--- config.mk ---
export PLATFORM = sky130hd
export DESIGN_NAME = usb_rx_ll
export DESIGN_NICKNAME = d
export VERILOG_FILES = /design/src/rtl/usb_rx_ll.sv
export SDC_FILE = /design/constraint.sdc
export NUM_CORES = 1
export LEC_CHECK = 0
export BUFFER_PORTS_ARGS = -buffer_cell sky130_fd_sc_hd__buf_2
export CORE_ASPECT_RATIO = 0.9
export CORE_UTILIZATION = 60
export CTS_CLUSTER_SIZE = 30
export DETAILED_ROUTE_END_ITERATION = 8
export MAX_ROUTING_LAYER = met4
export PLACE_DENSITY = 0.87
export SKIP_LAST_GASP = 1
export SLEW_MARGIN = 10
export SYNTH_ARGS = -nofsm -noshare
export SYNTH_HDL_FRONTEND = slang
export SYNTH_SLANG_ARGS = --single-unit
--- constraint.sdc ---
create_clock -name clk -period 4.3 [get_ports clk]
set_clock_uncertainty 0.15 [all_clocks]
set_input_delay 0.215 -clock clk [delete_from_list [all_inputs] [get_ports clk]]
set_output_delay 0.215 -clock clk [all_outputs]
set_load 0.01 [all_outputs]
--- src/rtl/usb_rx_ll.sv ---
// usb_rx_ll: full-speed USB low-level receiver. Recovers bit timing from 48 MHz line
// samples, decodes NRZI and bit stuffing, and frames packets between SYNC and EOP.
module usb_rx_ll #(
  parameter int unsigned MIN_SYNC_ZEROS = 5,
  parameter int unsigned SAMPLE_PHASE   = 2
) (
  input  logic clk,
  input  logic rst_n,
  input  logic phy_rx_dp,
  input  logic phy_rx_dn,
  input  logic rx_en,
  output logic ll_start,
  output logic ll_bit,
  output logic ll_valid,
  output logic ll_eop,
  output logic ll_err,
  output logic ll_active
);
  typedef enum logic [2:0] {ST_IDLE, ST_SYNC, ST_DATA, ST_EOP1, ST_EOP2} state_t;

  localparam logic [1:0] LS_SE0 = 2'b00;
  localparam logic [1:0] LS_K   = 2'b01;
  localparam logic [1:0] LS_J   = 2'b10;
  localparam logic [1:0] LS_SE1 = 2'b11;

  state_t     state, state_n;
  logic [1:0] sync1, line, line_q;
  logic [1:0] ph_q, ph_cur;
  logic [1:0] prev_jk, prev_jk_n;
  logic [2:0] zcnt, zcnt_n, ones, ones_n;
  logic       strobe, is_jk, nrzi_bit;
  logic       start_n, valid_n, bit_n, eop_n, err_n;

  always_ff @(posedge clk or negedge rst_n) begin
    if (!rst_n) begin
      sync1  <= '0;
      line   <= '0;
      line_q <= '0;
    end else begin
      sync1  <= {phy_rx_dp, phy_rx_dn};
      line   <= sync1;
      line_q <= line;
    end
  end

  // Any change of line state realigns the recovered clock to phase 0.
  assign ph_cur   = (line != line_q) ? 2'd0 : ph_q;
  assign strobe   = (ph_cur == 2'(SAMPLE_PHASE));
  assign is_jk    = (line == LS_J) || (line == LS_K);
  assign nrzi_bit = (line == prev_jk);

  always_comb begin
    state_n   = state;
    zcnt_n    = zcnt;
    ones_n    = ones;
    prev_jk_n = prev_jk;
    start_n   = 1'b0;
    valid_n   = 1'b0;
    bit_n     = ll_bit;
    eop_n     = 1'b0;
    err_n     = 1'b0;
    if (strobe && is_jk) prev_jk_n = line;
    unique case (state)
      ST_IDLE: begin
        prev_jk_n = LS_J;
        if (strobe && line == LS_K) begin
          state_n   = ST_SYNC;
          zcnt_n    = 3'd1;
          prev_jk_n = LS_K;
        end
      end
      ST_SYNC: if (strobe) begin
        if (!is_jk) state_n = ST_IDLE;
        else if (!nrzi_bit) zcnt_n = (zcnt == 3'd7) ? zcnt : zcnt + 3'd1;
        else if (32'(zcnt) >= MIN_SYNC_ZEROS) begin
          start_n = 1'b1;
          state_n = ST_DATA;
          ones_n  = '0;
        end else state_n = ST_IDLE;
      end
      ST_DATA: if (strobe) begin
        case (line)
          LS_SE0: state_n = ST_EOP1;
          LS_SE1: begin
            err_n   = 1'b1;
            state_n = ST_IDLE;
          end
          default: begin
            if (ones == 3'd6) begin
              if (nrzi_bit) begin
                err_n   = 1'b1;
                state_n = ST_IDLE;
              end else ones_n = '0;
            end else begin
              valid_n = 1'b1;
              bit_n   = nrzi_bit;
              ones_n  = nrzi_bit ? ones + 3'd1 : '0;
            end
          end
        endcase
      end
      ST_EOP1: if (strobe) begin
        if (line == LS_SE0) state_n = ST_EOP2;
        else begin
          err_n   = 1'b1;
          state_n = ST_IDLE;
        end
      end
      ST_EOP2: if (strobe) begin
        if (line == LS_J) begin
          eop_n   = 1'b1;
          state_n = ST_IDLE;
        end else if (line != LS_SE0) begin
          err_n   = 1'b1;
          state_n = ST_IDLE;
        end
      end
      default: state_n = ST_IDLE;
    endcase
    // Disabling mid-packet aborts once; only the states inside a packet report it.
    if (!rx_en) begin
      state_n   = ST_IDLE;
      prev_jk_n = LS_J;
      start_n   = 1'b0;
      valid_n   = 1'b0;
      eop_n     = 1'b0;
      err_n     = (state == ST_DATA) || (state == ST_EOP1) || (state == ST_EOP2);
    end
  end

  always_ff @(posedge clk or negedge rst_n) begin
    if (!rst_n) begin
      state     <= ST_IDLE;
      ph_q      <= '0;
      zcnt      <= '0;
      ones      <= '0;
      prev_jk   <= LS_J;
      ll_start  <= 1'b0;
      ll_bit    <= 1'b0;
      ll_valid  <= 1'b0;
      ll_eop    <= 1'b0;
      ll_err    <= 1'b0;
      ll_active <= 1'b0;
    end else begin
      state     <= state_n;
      ph_q      <= ph_cur + 2'd1;
      zcnt      <= zcnt_n;
      ones      <= ones_n;
      prev_jk   <= prev_jk_n;
      ll_start  <= start_n;
      ll_bit    <= bit_n;
      ll_valid  <= valid_n;
      ll_eop    <= eop_n;
      ll_err    <= err_n;
      // Stays high through the eop/err cycle, falls on the next one.
      ll_active <= start_n | (ll_active & ~(ll_eop | ll_err));
    end
  end
endmodule

==> results of run 1 <==
==> logic make-up after synthesis <==
logic type	count (synthesis)	share of synthesized area [%]
AO/OA/AOI/OAI	28	14.6
XOR/XNOR	4	2.56
adder cells (fa/ha/maj)	10	9.16
buffers and inverters	16	5.86
flip-flops	25	45.9
multiplexers	4	3.02
AND/OR/NAND/NOR	50	19.0
==> cell type report <==
class / count / area, sq um
multi-input cells: 96 / 659
inverters: 10 / 37.5
repair buffers: 14 / 90.1
flip-flops and latches: 25 / 627
fillers: 160 / 687
clock buffers: 3 / 22.5
clock inverters: 1 / 5.00
well taps: 27 / 33.8
==> flip-flops by register name (all words and copies together), names as in the netlist <==
name and cells:
zcnt 3, ph_q 2, state 3, sync1 2
line 2, line_q 2, ll_start 1, prev_jk 2
ll_active 1, ll_eop 1, ones 3, ll_bit 1
ll_valid 1, ll_err 1
==> report_power, final <==
group          switching, mW  total (mW)  internal [mW]
Combinational         0.0297      0.0508         0.0211
Clock                 0.0717       0.107         0.0350
Sequential            0.0117       0.258          0.246
Total                  0.113       0.415          0.302
==> cell usage in the layout (no fill, tap or decap), types with 2 or more instances in the layout <==
master,netlist,final
o22ai_1,2,2
a22o_1,3,3
xor2_1,2,2
and2_1,2,2
nand3b_1,2,2
nand2_1,13,13
a311oi_1,2,2
dlygate4sd3_1,0,4
clkbuf_4,0,3
inv_1,10,10
xnor2_1,2,2
nand3_1,6,6
nor2b_1,3,3
ha_1,10,10
buf_2,1,10
mux2i_1,3,3
nor2_1,13,13
dfrtp_1,24,24
nor3_1,5,5
a21oi_1,5,5
o21ai_0,5,5
==> what timing repair did <==
| action | CTS | global route |
|---|---|---|
| endpoints found under the hold margin | 27 | 0 |
| resized for setup | 0 | 0 |
| hold buffers | 4 | 0 |
| buffers inserted | 0 | 0 |
==> layer usage <==
metal  up-vias  wire (microns)  part of all wire (%)  GRT usage (%)
li1        504               -                     -              -
met1       516            1110                    43           32.0
met2        54            1270                    49           37.0
met3         6             187                   7.2           7.44
met4         0              34                   1.3           5.79
met5         -               0                     0              -
==> path summary, 6_finish.rpt <==
check	startpoint	endpoint	slack, ns
setup / recovery	line[0]	ones[1]	1.75
hold / removal	sync1[1]	line[1]	0.21
setup reg to reg	line[0]	ones[1]	1.75
hold reg to reg	sync1[1]	line[1]	0.21
max in group asynchronous	rst_n	prev_jk[1]	3.39
min in group asynchronous	rst_n	ll_eop	0.24
==> critical path: stages (launching register included) <==
cell and delay (ns):
dfrtp_1 0.49, xor2_1 0.19, nor2_1 0.11, and2_1 0.14, ha_1 0.33, nand2_1 0.28, nor3_1 0.27, a41o_1 0.16
mux2_1 0.32
==> metrics by stage <==
stage / cell area [sq um] / std cells
after floorplan: 1370 / 137
after global placement: 1410 / 168
after detailed placement: 1410 / 168
after CTS: 1480 / 176
after global routing: 1480 / 176
final: 1480 / 176
==> out/metrics.csv, run 1 <==
metric;value;unit
Critical Path End Type;register;
Slew @ Worst Pin;0.549;ns
register area share after synthesis;45.9;%
synth warn;0;
max-cap check violation count;0;
Inserted Diodes;0;
post-layout min period;2.55;ns
routed vias;1080;
Hold Crit Class;register to register;
H-tree Lvls;1;
largest net degree at the start of global routing;26;
RSZ-0062 raised after global routing;no;
Root Buffer;clkbuf_4;
vias in the first global route;929;
grt ovf;0;
Mapped Area;1370;sq um
post-DR wirelength/cell;14.8;microns
Top FF cell, synth;dfrtp_1;
number of flops mapped to enable cells by yosys;0;
WL final;2.61;mm
Sum Neg Setup Slack;0;ns
initial antenna violation count;0;
Core ar.;2160;sq um
most common cell in the netlist;dfrtp_1;
Post-Syn Nets;152;
area delta synth->final;7.97;%
Seq cells post-synth;25;
Cell variety after synth;41;
Slew Limit Fails;0;
Initial Utilization;63.2;%
largest area contributor in the netlist;dfrtp_1;
vias per cell;6.14;
RePlAce Congestion;0.851;
first-pass GRT wire length;4.10;mm
WP data required;4.38;ns
Pre-antenna DRT Iters;4;
total CTS buffers;3;
Horiz. Die Dim;52.3;microns
PnR worst setup slack;1.75;ns
DRT antenna net count;0;
Residual DRC;0;
cell row count;16;
number of port buffers;10;
Fin. Hold Viols;0;
Worst IR Drop VDD;0.229;mV
height of the die;47.3;microns
Longest Clk Path Bufs;2;
TritonCTS sink count;25;
Iter 0 DRT Violations;70;
Max Clock Freq;392;MHz
PwrDens;282;nW/um^2
DIE AREA;2470;sq um
Lkg Pwr;0.698;nW
GRT Overall Usage;24.3;%
Synth area leaders;dfrtp_1 44%, ha_1 9.2%, nand2_1 3.6%;
Avg Inst Size Synth;9.97;sq um
CP Max Fanout;10;
clock tree from TritonCTS;yes;
Cells after Synth;137;
DP HPWL;1.91;mm
outcome;complete, no violations;
clk_lat worst skew;0.33;ns
arrival time at the worst endpoint;2.63;ns
Yosys top cell area share;44.0;%
Util after Layout;68.2;%
# IOs;11;
clk slew on worst S/H paths;0.13;ns
Worst R2R Path Depth;8;
crit path launch type;register;
synth cell count leaders;24 x dfrtp_1, 13 x nand2_1, 13 x nor2_1;
share of layout cells above drive strength 1;12.1;%
Final setup viols;0;
hold path cells;0;
ys async rst share;100;%
Placement Setup Slack;1.79;ns
Net count, final;165;
Setup Crit Path Kind;register to register;
minimum hold slack;0.215;ns
Rel. slew slack;63.4;%
fin crit share;59.4;%
Tot Pwr;415;uW
Power figures use the tool's default switching activity.
==> run 2: changes to the inputs <==
Settings changed: CORE_UTILIZATION 60 to 58, PLACE_DENSITY 0.87 to 0.85.
Clock period 4.3 ns to 2.4 ns, I/O delays scaled along.
==> run 2 against run 1 <==
Net effect:
- sequential share of layout area down 0.59 points
- final cell count increased by 1.7%
- critical path depth up 1
- largest power group unchanged
- highest routed layer unchanged
==> out/metrics.csv, run 2 (synthesized netlist as in run 1, its figures left out) <==
metric;value;unit
Slew @ Worst Pin;0.540;ns
max-cap check violation count;0;
Root Buffer;clkbuf_4;
clk slew on worst S/H paths;0.13;ns
Residual DRC;0;
crit path launch type;register;
grt ovf;0;
RR Endpoint;state[1];
Worst Path Buf+Inv;1;
Inserted Diodes;0;
Max Clock Freq;452;MHz
initial antenna violation count;0;
Hold Crit Class;primary input to async pin;
# IOs;11;
fin crit share;92.2;%
Logic pwr share;12.9;%
Util after Layout;68.1;%
internal power;545;uW
share of layout cells above drive strength 1;14.5;%
Critical Path End Type;register;
first-pass GRT wire length;4.07;mm
TritonCTS sink count;25;
CP Cell Sequence;xor2_1 -> nor2_1 -> and2_1 -> ha_1 -> inv_1 -> o21ai_0 -> a22o_1 -> a21oi_1 -> a311oi_1;
switching share of power;26.7;%
GRT Overall Usage;23.6;%
fill count;179;
clk_lat worst skew;0.32;ns
Pre-antenna DRT Iters;4;
non-filler cells, final;179;
Worst R2R Path Depth;9;
Initial Utilization;62.0;%
clock tree from TritonCTS;yes;
Iter 0 DRT Violations;36;
Slew Limit Fails;0;
Cell Count Post-Placement;171;
area of the multi-input gates;659;sq um
largest net degree at the start of global routing;26;
clock share of power;25.0;%
sequential cell area;628;sq um
WP data required;2.47;ns
leading cell types in the layout, fill and taps excluded;23 x dfrtp_1, 13 x nor2_1, 13 x nand2_1;
Crit-path slowest cell;dfrtp_1;
cell row count;16;
slowest stage delay, CP;0.48;ns
Setup Crit Path Kind;register to register;
Net count, final;168;
Post-CTS Setup Bufs;0;
biggest regs;ones x3, state x3, zcnt x3;
Area after DPL;1430;sq um
Lkg Pwr;0.711;nW
delay-heaviest family, CP;compound AO/OA/AOI/OAI gates;
RePlAce Congestion;0.868;
Longest Clk Path Bufs;2;
area delta synth->final;9.71;%
WL final;2.55;mm
height of the die;48.0;microns
Core ar.;2200;sq um
post-DR wirelength/cell;14.2;microns
PnR worst setup slack;0.187;ns
Rel. slew slack;64.0;%
Worst IR Drop VDD;0.369;mV
fin area;1500;sq um
total CTS buffers;3;
vias in the first global route;944;
Tot Pwr;743;uW
R2R Path Start;line[1];
PwrDens;496;nW/um^2
Placement Setup Slack;0.189;ns
routed vias;1059;
Final setup viols;0;
P_sw;198;uW
DP HPWL;1.86;mm
Flop pwr share;62.2;%
outcome;complete, no violations;
vias per cell;5.92;
Fin. Hold Viols;0;
CP Max Fanout;6;
Sum Neg Setup Slack;0;ns
DRT antenna net count;0;
post-layout min period;2.21;ns
minimum hold slack;0.148;ns
FF-to-FF setup slack;0.19;ns
number of port buffers;10;
DIE AREA;2550;sq um
most common cell after layout, fill and taps aside;dfrtp_1;
H-tree Lvls;1;
RSZ-0062 raised after global routing;no;
Horiz. Die Dim;53.2;microns
arrival time at the worst endpoint;2.29;ns
run 2: per-layer routing:
layer  GRT usage (%)  share of wire (%)  up-vias
met5               -                  0        -
met4            7.89                1.4        0
met3            3.81                5.3        5
met2            39.0                 46       37
met1            29.8                 47      504
li1                -                  -      513
run 2: area by class of cell:
| class | count | share of cell area [%] |
|---|---|---|
| Clock buffer | 3 | 1.50 |
| Clock inverter | 1 | 0.334 |
| Inverter | 10 | 2.50 |
| Multi-Input combinational cell | 96 | 44.0 |
| Sequential cell | 25 | 41.9 |
| Tap cell | 27 | 2.25 |
| Timing Repair Buffer | 17 | 7.51 |
run 2: worst max-delay path by stage:
stage	start	end	depth (start not counted)
2_1_floorplan	line[0]	ones[1]	9
3_3_place_gp	line[0]	state[1]	9
3_5_place_dp	line[0]	state[1]	9
4_1_cts	line[0]	state[1]	9
5_1_grt	line[1]	state[1]	9
6_report	line[1]	state[1]	9
run 2: what timing repair did:
item | in CTS | in global routing
setup endpoints to repair | 0 | 1
hold buffers | 4 | 0
endpoints found under the hold margin | 31 | 0
gates resized for setup | 0 | 1
run 2: power groups by stage:
stage / logic [mW] / registers, mW / clock network [mW]
detailed placement: 0.0904 / 0.470 / 0
CTS: 0.0956 / 0.462 / 0.188
finish: 0.0956 / 0.462 / 0.186
floorplan: 0.0648 / 0.464 / 0
global placement: 0.0854 / 0.468 / 0
global route: 0.110 / 0.465 / 0.206
==> run 3: changes to the inputs <==
Settings changed: BUFFER_PORTS_ARGS -buffer_cell sky130_fd_sc_hd__buf_2 to -buffer_cell sky130_fd_sc_hd__buf_4.
==> run 3 against run 2 <==
Net effect:
- sequential share of layout area decreased by 0.76 points
- sequential power about the same
- count of clock-buffer cells in the layout unchanged
- critical path type unchanged
- critical endpoint is now ones[1]
==> out/metrics.csv, run 3 (synthesized netlist as in run 1, its figures left out) <==
metric;value;unit
height of the die;48.0;microns
Hold Crit Class;primary input to async pin;
share of layout cells above drive strength 1;14.5;%
number of port buffers;10;
leading cell types in the layout, fill and taps excluded;23 x dfrtp_1, 13 x nor2_1, 13 x nand2_1, 13 x buf_4;
DIE AREA;2550;sq um
post-DR wirelength/cell;14.9;microns
WP data required;2.48;ns
Crit-path slowest cell;dfrtp_1;
TritonCTS sink count;25;
Inserted Diodes;0;
max-cap check violation count;0;
area delta synth->final;11.7;%
Longest Clk Path Bufs;2;
Setup Crit Path Kind;register to register;
grt ovf;0;
CP Cell Sequence;xor2_1 -> nor2_1 -> and2_1 -> ha_1 -> nand2_1 -> nor3_1 -> a41o_1 -> mux2_1;
Most Crowded Layer GR;met2;
fill count;189;
initial antenna violation count;0;
post-layout min period;2.22;ns
met2 usage;41.5;%
vias in the first global route;1004;
GRT Overall Usage;25.2;%
clock tree from TritonCTS;yes;
RSZ-0062 raised after global routing;no;
total CTS buffers;3;
first-pass GRT wire length;4.34;mm
Worst IR Drop VDD;0.506;mV
arrival time at the worst endpoint;2.30;ns
outcome;complete, no violations;
Lkg Pwr;0.710;nW
Iter 0 DRT Violations;28;
cell row count;16;
biggest regs;ones x3, state x3, zcnt x3;
largest net degree at the start of global routing;26;
WL final;2.66;mm
Slew @ Worst Pin;0.453;ns
Net count, final;168;
PwrDens;495;nW/um^2
Sum Neg Setup Slack;0;ns
Critical Path End Type;register;
Slew Limit Fails;0;
clk_lat worst skew;0.32;ns
GR Util met1;29.8;%
Pre-antenna DRT Iters;4;
clk slew on worst S/H paths;0.14;ns
Tot Pwr;755;uW
Fin. Hold Viols;0;
Max Clock Freq;450;MHz
fin crit share;92.6;%
critical path launch point;line[1];
# IOs;11;
DRT antenna net count;0;
slowest stage delay, CP;0.49;ns
routed vias;1099;
most common cell after layout, fill and taps aside;dfrtp_1;
met3 Use GR;7.62;%
CP Max Fanout;6;
Initial Utilization;62.0;%
area of the multi-input gates;659;sq um
Rel. slew slack;69.5;%
Root Buffer;clkbuf_4;
H-tree Lvls;1;
Core ar.;2200;sq um
R2R Path Start;line[1];
Horiz. Die Dim;53.2;microns
RePlAce Congestion;0.898;
crit path launch type;register;
DP HPWL;1.83;mm
vias per cell;6.14;
Final setup viols;0;
sequential cell area;628;sq um
Residual DRC;0;
[run 3: cell count changes in the layout (fill, tap and decap cells not counted), sizes merged]
cell	delta
clkinv	-1
clkinvlp	+1
[run 3: area by class of cell]
type,instances,share of cell area [%]
clock inverters,1,0.492
inverters,10,2.46
clock buffers,3,1.48
repair buffers,17,9.02
flip-flops and latches,25,41.1
well taps,27,2.21
multi-input cells,96,43.2
[run 3: where the power goes]
part	internal [mW]	switching, mW
logic	0.0435	0.0561
clock network	0.0638	0.129
registers	0.442	0.0211
[run 3: worst paths after layout]
path | slack, ns | to | depth (start not counted)
worst max-delay path | 0.18 | ones[1] | 8
worst max register to register | 0.18 | ones[1] | 8
worst min register to register | 0.22 | line[1] | 0
min in group clk | 0.22 | line[1] | 0
max in group asynchronous | 1.76 | prev_jk[1] | 2
worst min-delay path | 0.06 | ph_q[1] | 2
[run 3: per-layer routing]
metal | routed length, microns | vias up
met4 | 38 | 0
li1 | - | 514
met3 | 171 | 8
met5 | 0 | -
met1 | 1200 | 524
met2 | 1250 | 53
[run 3: timing repair]
action	CTS	global route
resized for setup	0	1
setup endpoints to repair	0	1
endpoints found under the hold margin	31	0
setup buffers	0	0
hold buffers	4	0
[run 3: metrics by stage]
stage / setup slack (ns) / area, sq um / hold slack, ns / instances / util [%]
global route: 0.0191 / 1530 / 0.0911 / 179 / 69.3
global placement: 0.240 / 1460 / -0.119 / 171 / 66.1
detailed placement: 0.204 / 1460 / -0.110 / 171 / 66.1
CTS: 0.174 / 1530 / 0.0568 / 179 / 69.3
floorplan: 0.0742 / 1370 / -0.326 / 137 / -
finish: 0.177 / 1530 / 0.0575 / 179 / 69.3
[run 3: worst max-delay path: cells and delay by family (launching register included)]
kind / cells / cell delay (ns)
compound gates: 1 / 0.16
xor+xnor: 1 / 0.17
fa+ha+maj: 1 / 0.25
flops: 1 / 0.49
mux: 1 / 0.32
simple gates: 4 / 0.59
